==> config.mk <==
export PLATFORM = sky130hd
export DESIGN_NAME = fixed_point_extract_sequencer
export DESIGN_NICKNAME = d
export VERILOG_FILES = /design/src/rtl/fxp_seq_pkg.sv /design/src/rtl/fxp_seq_timeout.sv /design/src/rtl/fixed_point_extract_sequencer.sv
export SDC_FILE = /design/constraint.sdc
export NUM_CORES = 1
export LEC_CHECK = 0
export CAP_MARGIN = 20
export CORE_MARGIN = 5
export CORE_UTILIZATION = 40
export DETAILED_ROUTE_END_ITERATION = 6
export GPL_TIMING_DRIVEN = 0
export PLACE_DENSITY = 0.8
export SYNTH_ARGS = -nofsm -noshare
export SYNTH_HDL_FRONTEND = slang
export SYNTH_SLANG_ARGS = --single-unit
==> constraint.sdc <==
create_clock -name clock -period 6 [get_ports clock]
set_input_delay 1.5 -clock clock [delete_from_list [all_inputs] [get_ports clock]]
set_output_delay 1.5 -clock clock [all_outputs]
set_load 0.03 [all_outputs]
==> src/rtl/fxp_seq_pkg.sv <==
// Shared types and width helpers for the fixed-point extract sequencer.
package fxp_seq_pkg;

  localparam int DEF_W       = 16;
  localparam int DEF_N_VEC   = 8;
  localparam int DEF_TIMEOUT = 15;

  // Never returns 0, so a single-entry table still gets a 1-bit index.
  function automatic int clog2_min1(input int value);
    return (value <= 2) ? 1 : $clog2(value);
  endfunction

  localparam int IDX_W = clog2_min1(DEF_N_VEC);
  localparam int BIT_W = clog2_min1(DEF_W);

  typedef enum logic [2:0] {
    IDLE,
    FETCH,
    ISSUE,
    WAIT,
    CHECK,
    DONE
  } state_t;

endpackage

==> src/rtl/fxp_seq_timeout.sv <==
// Response watchdog: loaded on request acceptance, counts down while waiting.
module fxp_seq_timeout
  import fxp_seq_pkg::*;
#(
  parameter int TIMEOUT = DEF_TIMEOUT
) (
  input  logic clock,
  input  logic reset,
  input  logic load,
  input  logic en,
  output logic expired
);

  localparam int CNT_W = clog2_min1(TIMEOUT + 1);

  logic [CNT_W-1:0] count;

  // Loading TIMEOUT-1 makes the last allowed wait cycle the one where count hits 0.
  always_ff @(posedge clock or posedge reset) begin
    if (reset) begin
      count <= '0;
    end else if (load) begin
      count <= CNT_W'(TIMEOUT - 1);
    end else if (en && count != '0) begin
      count <= count - CNT_W'(1);
    end
  end

  assign expired = en && (count == '0);

endmodule

==> src/rtl/fixed_point_extract_sequencer.sv <==
// Walks an external vector table, issues each vector to the extract datapath,
// and checks every response, keeping a failure count and first failing index.
module fixed_point_extract_sequencer
  import fxp_seq_pkg::*;
#(
  parameter int W       = DEF_W,
  parameter int N_VEC   = DEF_N_VEC,
  parameter int TIMEOUT = DEF_TIMEOUT,
  localparam int A_W    = clog2_min1(N_VEC),
  localparam int B_W    = clog2_min1(W),
  localparam int C_W    = clog2_min1(N_VEC + 1)
) (
  input  logic           clock,
  input  logic           reset,
  input  logic           start,
  output logic [A_W-1:0] vec_addr,
  input  logic [W-1:0]   vec_lit,
  input  logic [B_W-1:0] vec_hi,
  input  logic [B_W-1:0] vec_lo,
  input  logic [W-1:0]   vec_exp,
  output logic           req_valid,
  input  logic           req_ready,
  output logic [W-1:0]   req_lit,
  output logic [B_W-1:0] req_hi,
  output logic [B_W-1:0] req_lo,
  input  logic           rsp_valid,
  input  logic [W-1:0]   rsp_bits,
  output logic           busy,
  output logic           done,
  output logic           pass,
  output logic [C_W-1:0] fail_count,
  output logic [A_W-1:0] fail_idx
);

  state_t         state, state_next;
  logic [A_W-1:0] idx;
  logic [W-1:0]   exp_q;
  logic [W-1:0]   rsp_q;
  logic           timed_out;
  logic           expired;
  logic           last;
  logic           mismatch;

  assign last     = (idx == A_W'(N_VEC - 1));
  assign mismatch = timed_out || (rsp_q != exp_q);

  fxp_seq_timeout #(.TIMEOUT(TIMEOUT)) u_timeout (
    .clock   (clock),
    .reset   (reset),
    .load    (state == ISSUE && req_ready),
    .en      (state == WAIT),
    .expired (expired)
  );

  always_ff @(posedge clock or posedge reset) begin
    if (reset) state <= IDLE;
    else       state <= state_next;
  end

  always_comb begin
    state_next = state;
    case (state)
      IDLE, DONE: if (start) state_next = FETCH;
      FETCH:      state_next = ISSUE;
      ISSUE:      if (req_ready) state_next = WAIT;
      WAIT:       if (rsp_valid || expired) state_next = CHECK;
      CHECK:      state_next = last ? DONE : FETCH;
      default:    state_next = IDLE;
    endcase
  end

  always_comb begin
    busy      = (state != IDLE) && (state != DONE);
    req_valid = (state == ISSUE);
  end

  // vec_addr runs one vector ahead of idx so a registered-read table has
  // its data ready by the time FETCH samples it; it wraps to 0 after the last.
  always_ff @(posedge clock or posedge reset) begin
    if (reset) begin
      idx        <= '0;
      vec_addr   <= '0;
      req_lit    <= '0;
      req_hi     <= '0;
      req_lo     <= '0;
      exp_q      <= '0;
      rsp_q      <= '0;
      timed_out  <= 1'b0;
      done       <= 1'b0;
      pass       <= 1'b0;
      fail_count <= '0;
      fail_idx   <= '0;
    end else begin
      case (state)
        IDLE, DONE: begin
          if (start) begin
            idx        <= '0;
            done       <= 1'b0;
            pass       <= 1'b0;
            fail_count <= '0;
            fail_idx   <= '0;
          end
        end
        FETCH: begin
          req_lit   <= vec_lit;
          req_hi    <= vec_hi;
          req_lo    <= vec_lo;
          exp_q     <= vec_exp;
          timed_out <= 1'b0;
          vec_addr  <= last ? '0 : idx + A_W'(1);
        end
        WAIT: begin
          if (rsp_valid)    rsp_q     <= rsp_bits;
          else if (expired) timed_out <= 1'b1;
        end
        CHECK: begin
          if (mismatch) begin
            if (fail_count != C_W'(N_VEC)) fail_count <= fail_count + C_W'(1);
            if (fail_count == '0)          fail_idx   <= idx;
          end
          if (last) begin
            done <= 1'b1;
            pass <= !mismatch && (fail_count == '0);
          end else begin
            idx <= idx + A_W'(1);
          end
        end
        default: ;
      endcase
    end
  end

endmodule
==> qor.yml, run 1 <==
grt_use_total_pct: 15.1
io_pins: 99
worstMarginPinSlew_ps: 624
hold_slack_ps: 500
crit_type: "flop to output port"
rsz0062_at_grt: "false"
power.density_nw_per_um2: 518
p_int_mw: 1.59
clock_sinks: 79
dp_hpwl_um: 5910
grt_pass1_vias: 2651
yosysTopAreaCell: "dfrtp_1"
multi_input_area_um2: 1420
critPathMaxFanout: 10
cts_buffers: 9
cts_setup_buffers: 0
drive_above_1_share_pct: 21.4
grt_pass1_wl_um: 12500
die_w_um: 103
p_leak_nw: 2.05
reg2reg_from: "state[2]"
endpoint_kind: "output port"
vdd_drop_max_mv: 0.275
num_vias: 2504
maxCapViolations: 0
io_buffers: 98
fin_worst_skew_ps: 12.4
tns_ps: 0
synth_cell_types: 36
start_kind: "flop"
hold_path_end: "pass"
drt_first_iter_violations: 77
die_area_um2: 10700
ctsResizeCount: 0
cts_tree: "built"
p_clk_share_pct: 16.8
drc: 0
min_path_cells: 2
power_switching_mw: 0.915
drv_slew: 0
worstHoldStart: "pass"
antenna_found_initial: 0
gp_congestion: 0.819
area_delta_synth_final_pct: 38.5
pre_cts_ws_ps: 2510
combPwrFrac_pct: 46.7
fp-row-count: 34
hold_class: "flop to flop"
ys_top_cells_by_count: "dfrtp_1 (79), mux2_2 (59), xor2_1 (17)"
post-route-min-period_ps: 3840
synth_warnings: 0
cts.path.max_buffers: 2
cts-htree-levels: 3
power_frac_seq_pct: 36.5
grt-ovfl-total: 0
core_um2: 8590
ys_async_sr_fraction_pct: 100
fp.dieH_um: 103
synth_edf_count: 0
finalPower_mw: 2.50
fillers: 745
syn_nets: 337
wl_um: 7760
wl_per_cell_um: 15.8
setup_viol: 0
path_clk_slew_ps: 80
ant_nets: 0
avgSynthCellArea_um2: 12.9
cts_hold_buf: 0
synth-seq-cells: 79
final_cells: 492
antenna_cells: 0
initial_core_util_pct: 40.6
setup_ws_ps: 2160
yosys.area.top_type_share_pct: 56.7
synth_area_leaders: "dfrtp_1 (57%), mux2_2 (19%), xor2_1 (4.3%), ha_1 (2.2%), nand2_1 (1.4%)"
dp_cells: 477
r2r_slack_ps: 3610
max-slew-margin-rel_pct: 58.4
outcome: "finished, final reports clean"
reg2reg_depth: 6
r2r-end: "rsp_q[2]"
fmax_mhz: 261
synthFlopType: "dfrtp_1"
postSynthCellCount: 270
nNetsFinal: 447
hold_viol_final: 0
clk_latency_ps: 350
grt_max_degree: 43
critPathRequiredTime_ps: 4500
critPathArrivalTime_ps: 2340
cts-root-buf: "clkbuf_8"
synth_area_um2: 3490
period_share_pct: 63.9
drt-pass1-iter-count: 4
swShare_pct: 36.6
register_area_um2: 1980
viasPerCell: 5.09
ys_seq_area_share_pct: 56.7
yosysMostFrequentCell: "dfrtp_1"
logic make-up after synthesis:
logic type                 after synthesis  synth area share, %
AOI/OAI and AO/OA                       31                 6.32
adders and majority gates                6                 2.15
DFF                                     79                 56.7
buffers and inverters                   21                 2.51
xor gates and xnor gates                18                 4.52
and+or+nand+nor                         56                 8.76
muxes                                   59                 19.1
cell type report:
class / instances / share of cell area, %
well taps: 108 / 2.80
multi-input cells: 170 / 29.5
flip-flops and latches: 79 / 40.9
clock buffers: 12 / 2.80
repair buffers: 99 / 20.7
plain buffers: 12 / 1.11
inverters: 9 / 0.751
clock inverters: 3 / 1.42
state kept, by name, summed over array words and instances (netlist names):
name and count:
done 1, exp_q 16, fail_count 4, fail_idx 3, idx 3, pass 1, req_hi 4, req_lit 16
req_lo 4, rsp_q 16, state 3, timed_out 1, u_timeout.count 4, vec_addr 3
power groups by stage:
stage	logic, mW	clock network (mW)	registers, mW
2_1_floorplan	0.595	0	1.10
3_3_place_gp	1.15	0	0.912
3_5_place_dp	1.18	0	0.926
4_1_cts	1.19	0.430	0.916
5_1_grt	1.27	0.457	0.942
6_report	1.17	0.419	0.914
per-layer routing:
metal / global-route usage [%] / wire length, um / vias up
li1: - / - / 1179
met1: 19.1 / 3170 / 1246
met2: 25.0 / 4060 / 71
met3: 4.36 / 434 / 8
met4: 4.88 / 93 / 0
met5: 0 / 0 / -
worst max-delay path, cell delays in order (launching register included):
cell	delay, ps
dfrtp_1	400
clkbuf_1	300
nor3b_1	510
clkdlybuf4s50_1	780
through the flow:
stage	util [%]	area, um2
global route	56.2	4830
detailed placement	53.8	4630
global placement	53.6	4600
finish	56.2	4830
floorplan	-	3490
CTS	56.2	4830
cells in the final DEF, fill, tap and decap left out, types with 2 or more instances in the layout:
cell,count
buf_2,7
a32o_1,3
o221ai_1,2
a211o_1,2
nand2_1,13
nor2_1,8
ha_1,6
bufinv_16,2
xor2_1,17
nand3_1,3
dfrtp_1,79
clkbuf_8,9
clkdlybuf4s50_1,98
mux2_2,59
clkbuf_1,7
o21ai_0,9
nor4_1,6
nor3b_1,3
nand3b_1,3
a21oi_1,4
a22o_1,5
nor2b_1,6
or3_1,2
inv_1,8
and3_1,3
nor3_1,4
worst max path at each step:
stage	from	endpoint	slack [ps]	depth (start not counted)
after detailed placement	rsp_valid	rsp_q[4]	2510	6
after global routing	state[1]	req_valid	1980	3
after CTS	state[1]	req_valid	2160	3
final	state[1]	req_valid	2160	3
after global placement	reset	exp_q[4]	1250	2
after floorplan	reset	done	2480	1
No activity file was read; power rests on OpenSTA's default activity.
==> run 2, diff against run 1 <==
PLACE_DENSITY = 0.83   (was 0.8)
clock period = 3.19 ns   (was 6 ns; I/O delays follow)
==> qor.yml, run 2 (synthesis gave the netlist of run 1 again) <==
path_clk_slew_ps: 80
nNetsFinal: 447
antenna_found_initial: 0
drt-pass1-iter-count: 4
vdd_drop_max_mv: 0.515
drc: 0
cts.path.max_buffers: 2
drv_slew: 0
grt-ovfl-total: 0
final_common_cell: "clkdlybuf4s50_1"
fin_worst_skew_ps: 9.59
cts_buffers: 9
setup_viol: 0
critPathArrivalTime_ps: 2180
max-slew-margin-rel_pct: 60.2
io_pins: 99
viasPerCell: 5.01
worstMarginPinSlew_ps: 596
final_cell_mix: "clkdlybuf4s50_1 (98), dfrtp_1 (79), mux2_2 (59)"
rsz0062_at_grt: "false"
p_leak_nw: 2.04
fp.dieH_um: 103
gp_congestion: 0.734
grt_max_degree: 73
drive_above_1_share_pct: 22.1
antenna_cells: 0
critPathRequiredTime_ps: 2390
die_w_um: 103
power.density_nw_per_um2: 948
wl_um: 7690
reg_top3: "exp_q: 16 flops, req_lit: 16 flops, rsp_q: 16 flops"
critPathMaxFanout: 10
drt_first_iter_violations: 83
core_um2: 8590
grt_pass1_wl_um: 12200
fp-row-count: 34
cts-root-buf: "clkbuf_8"
crit_type: "flop to output port"
grt_pass1_vias: 2628
ant_nets: 0
dp_hpwl_um: 5910
cts-htree-levels: 3
clk_latency_ps: 340
grt_use_total_pct: 14.7
maxCapViolations: 0
clock_sinks: 79
fin_util_pct: 55.9
period_share_pct: 93.3
hold_class: "flop to flop"
start_kind: "flop"
hold_viol_final: 0
area_delta_synth_final_pct: 37.7
cts_hold_buf: 0
io_buffers: 98
outcome: "finished, final reports clean"
num_vias: 2464
wl_per_cell_um: 15.6
initial_core_util_pct: 40.6
die_area_um2: 10700
finalPower_mw: 4.55
fmax_mhz: 336
endpoint_kind: "output port"
post-route-min-period_ps: 2980
cts_tree: "built"
## run 2: cell types whose count changed in the layout (fill, tap and decap cells not counted)
cell        change
buf_12          -1
buf_16          +1
bufinv_16       -2
clkbuf_1        -2
clkbuf_8        +1
clkinv_2        +3
clkinv_4        -1
clkinvlp_4      +1
nor3b_1         -1
nor3b_2         +1
## run 2: path summary, 6_finish.rpt
kind,startpoint,end,slack (ps),cells past startpoint
setup reg to reg,state[2],rsp_q[8],810,6
min in group asynchronous,reset,req_lit[10],680,2
max in group asynchronous,reset,rsp_q[10],1930,3
hold reg to reg,pass,pass,500,2
hold / removal,pass,pass,500,2
setup / recovery,state[0],busy,210,4
## run 2: worst max-delay path, stage by stage, from the launching register on
cell             delay [ps]
dfrtp_1                 340
clkbuf_1                320
nor2b_1                 350
or3_1                   160
clkdlybuf4s50_1         660
## run 2: cell type report
type                    instances  area, um2
fillers                       723       3790
flip-flops and latches         79       1980
multi-input cells             170       1430
repair buffers                 99       1010
clock buffers                  11        141
well taps                     108        135
plain buffers                  12       53.8
inverters                       9       36.3
clock inverters                 4       22.5
## run 2: what timing repair did
action | in CTS | in global routing
resized for setup | 0 | 1
endpoints found under the setup margin | 0 | 1
buffers inserted | 0 | 0
## run 2: metal layers
layer / track usage (%) / up-vias / wire [um]
met3: 4.43 / 7 / 413
li1: - / 1179 / -
met1: 18.5 / 1215 / 3130
met4: 3.78 / 0 / 68
met2: 24.9 / 63 / 4080
met5: 0 / - / 0
## run 2: through the flow
stage	setup TNS [ps]	instances	hold slack, ps	worst slack, ps	cell area, um2
after floorplan	0	270	477	369	3490
after global placement	-64960	476	464	-826	4600
after detailed placement	0	477	485	337	4630
after CTS	0	492	503	47.0	4800
after global routing	0	492	517	21.9	4800
final	0	492	497	213	4800
## run 2: where the power goes
part           internal (mW)  switching, mW
Sequential              1.45          0.269
Clock                  0.296          0.343
Combinational           1.10           1.10
Total                   2.84           1.71
==> run 3, diff against run 2 <==
CTS_CLUSTER_SIZE = 25   (was unset)
==> results of run 3 <==
Same layout as run 2: the final DEF is identical, and so are final timing and power.
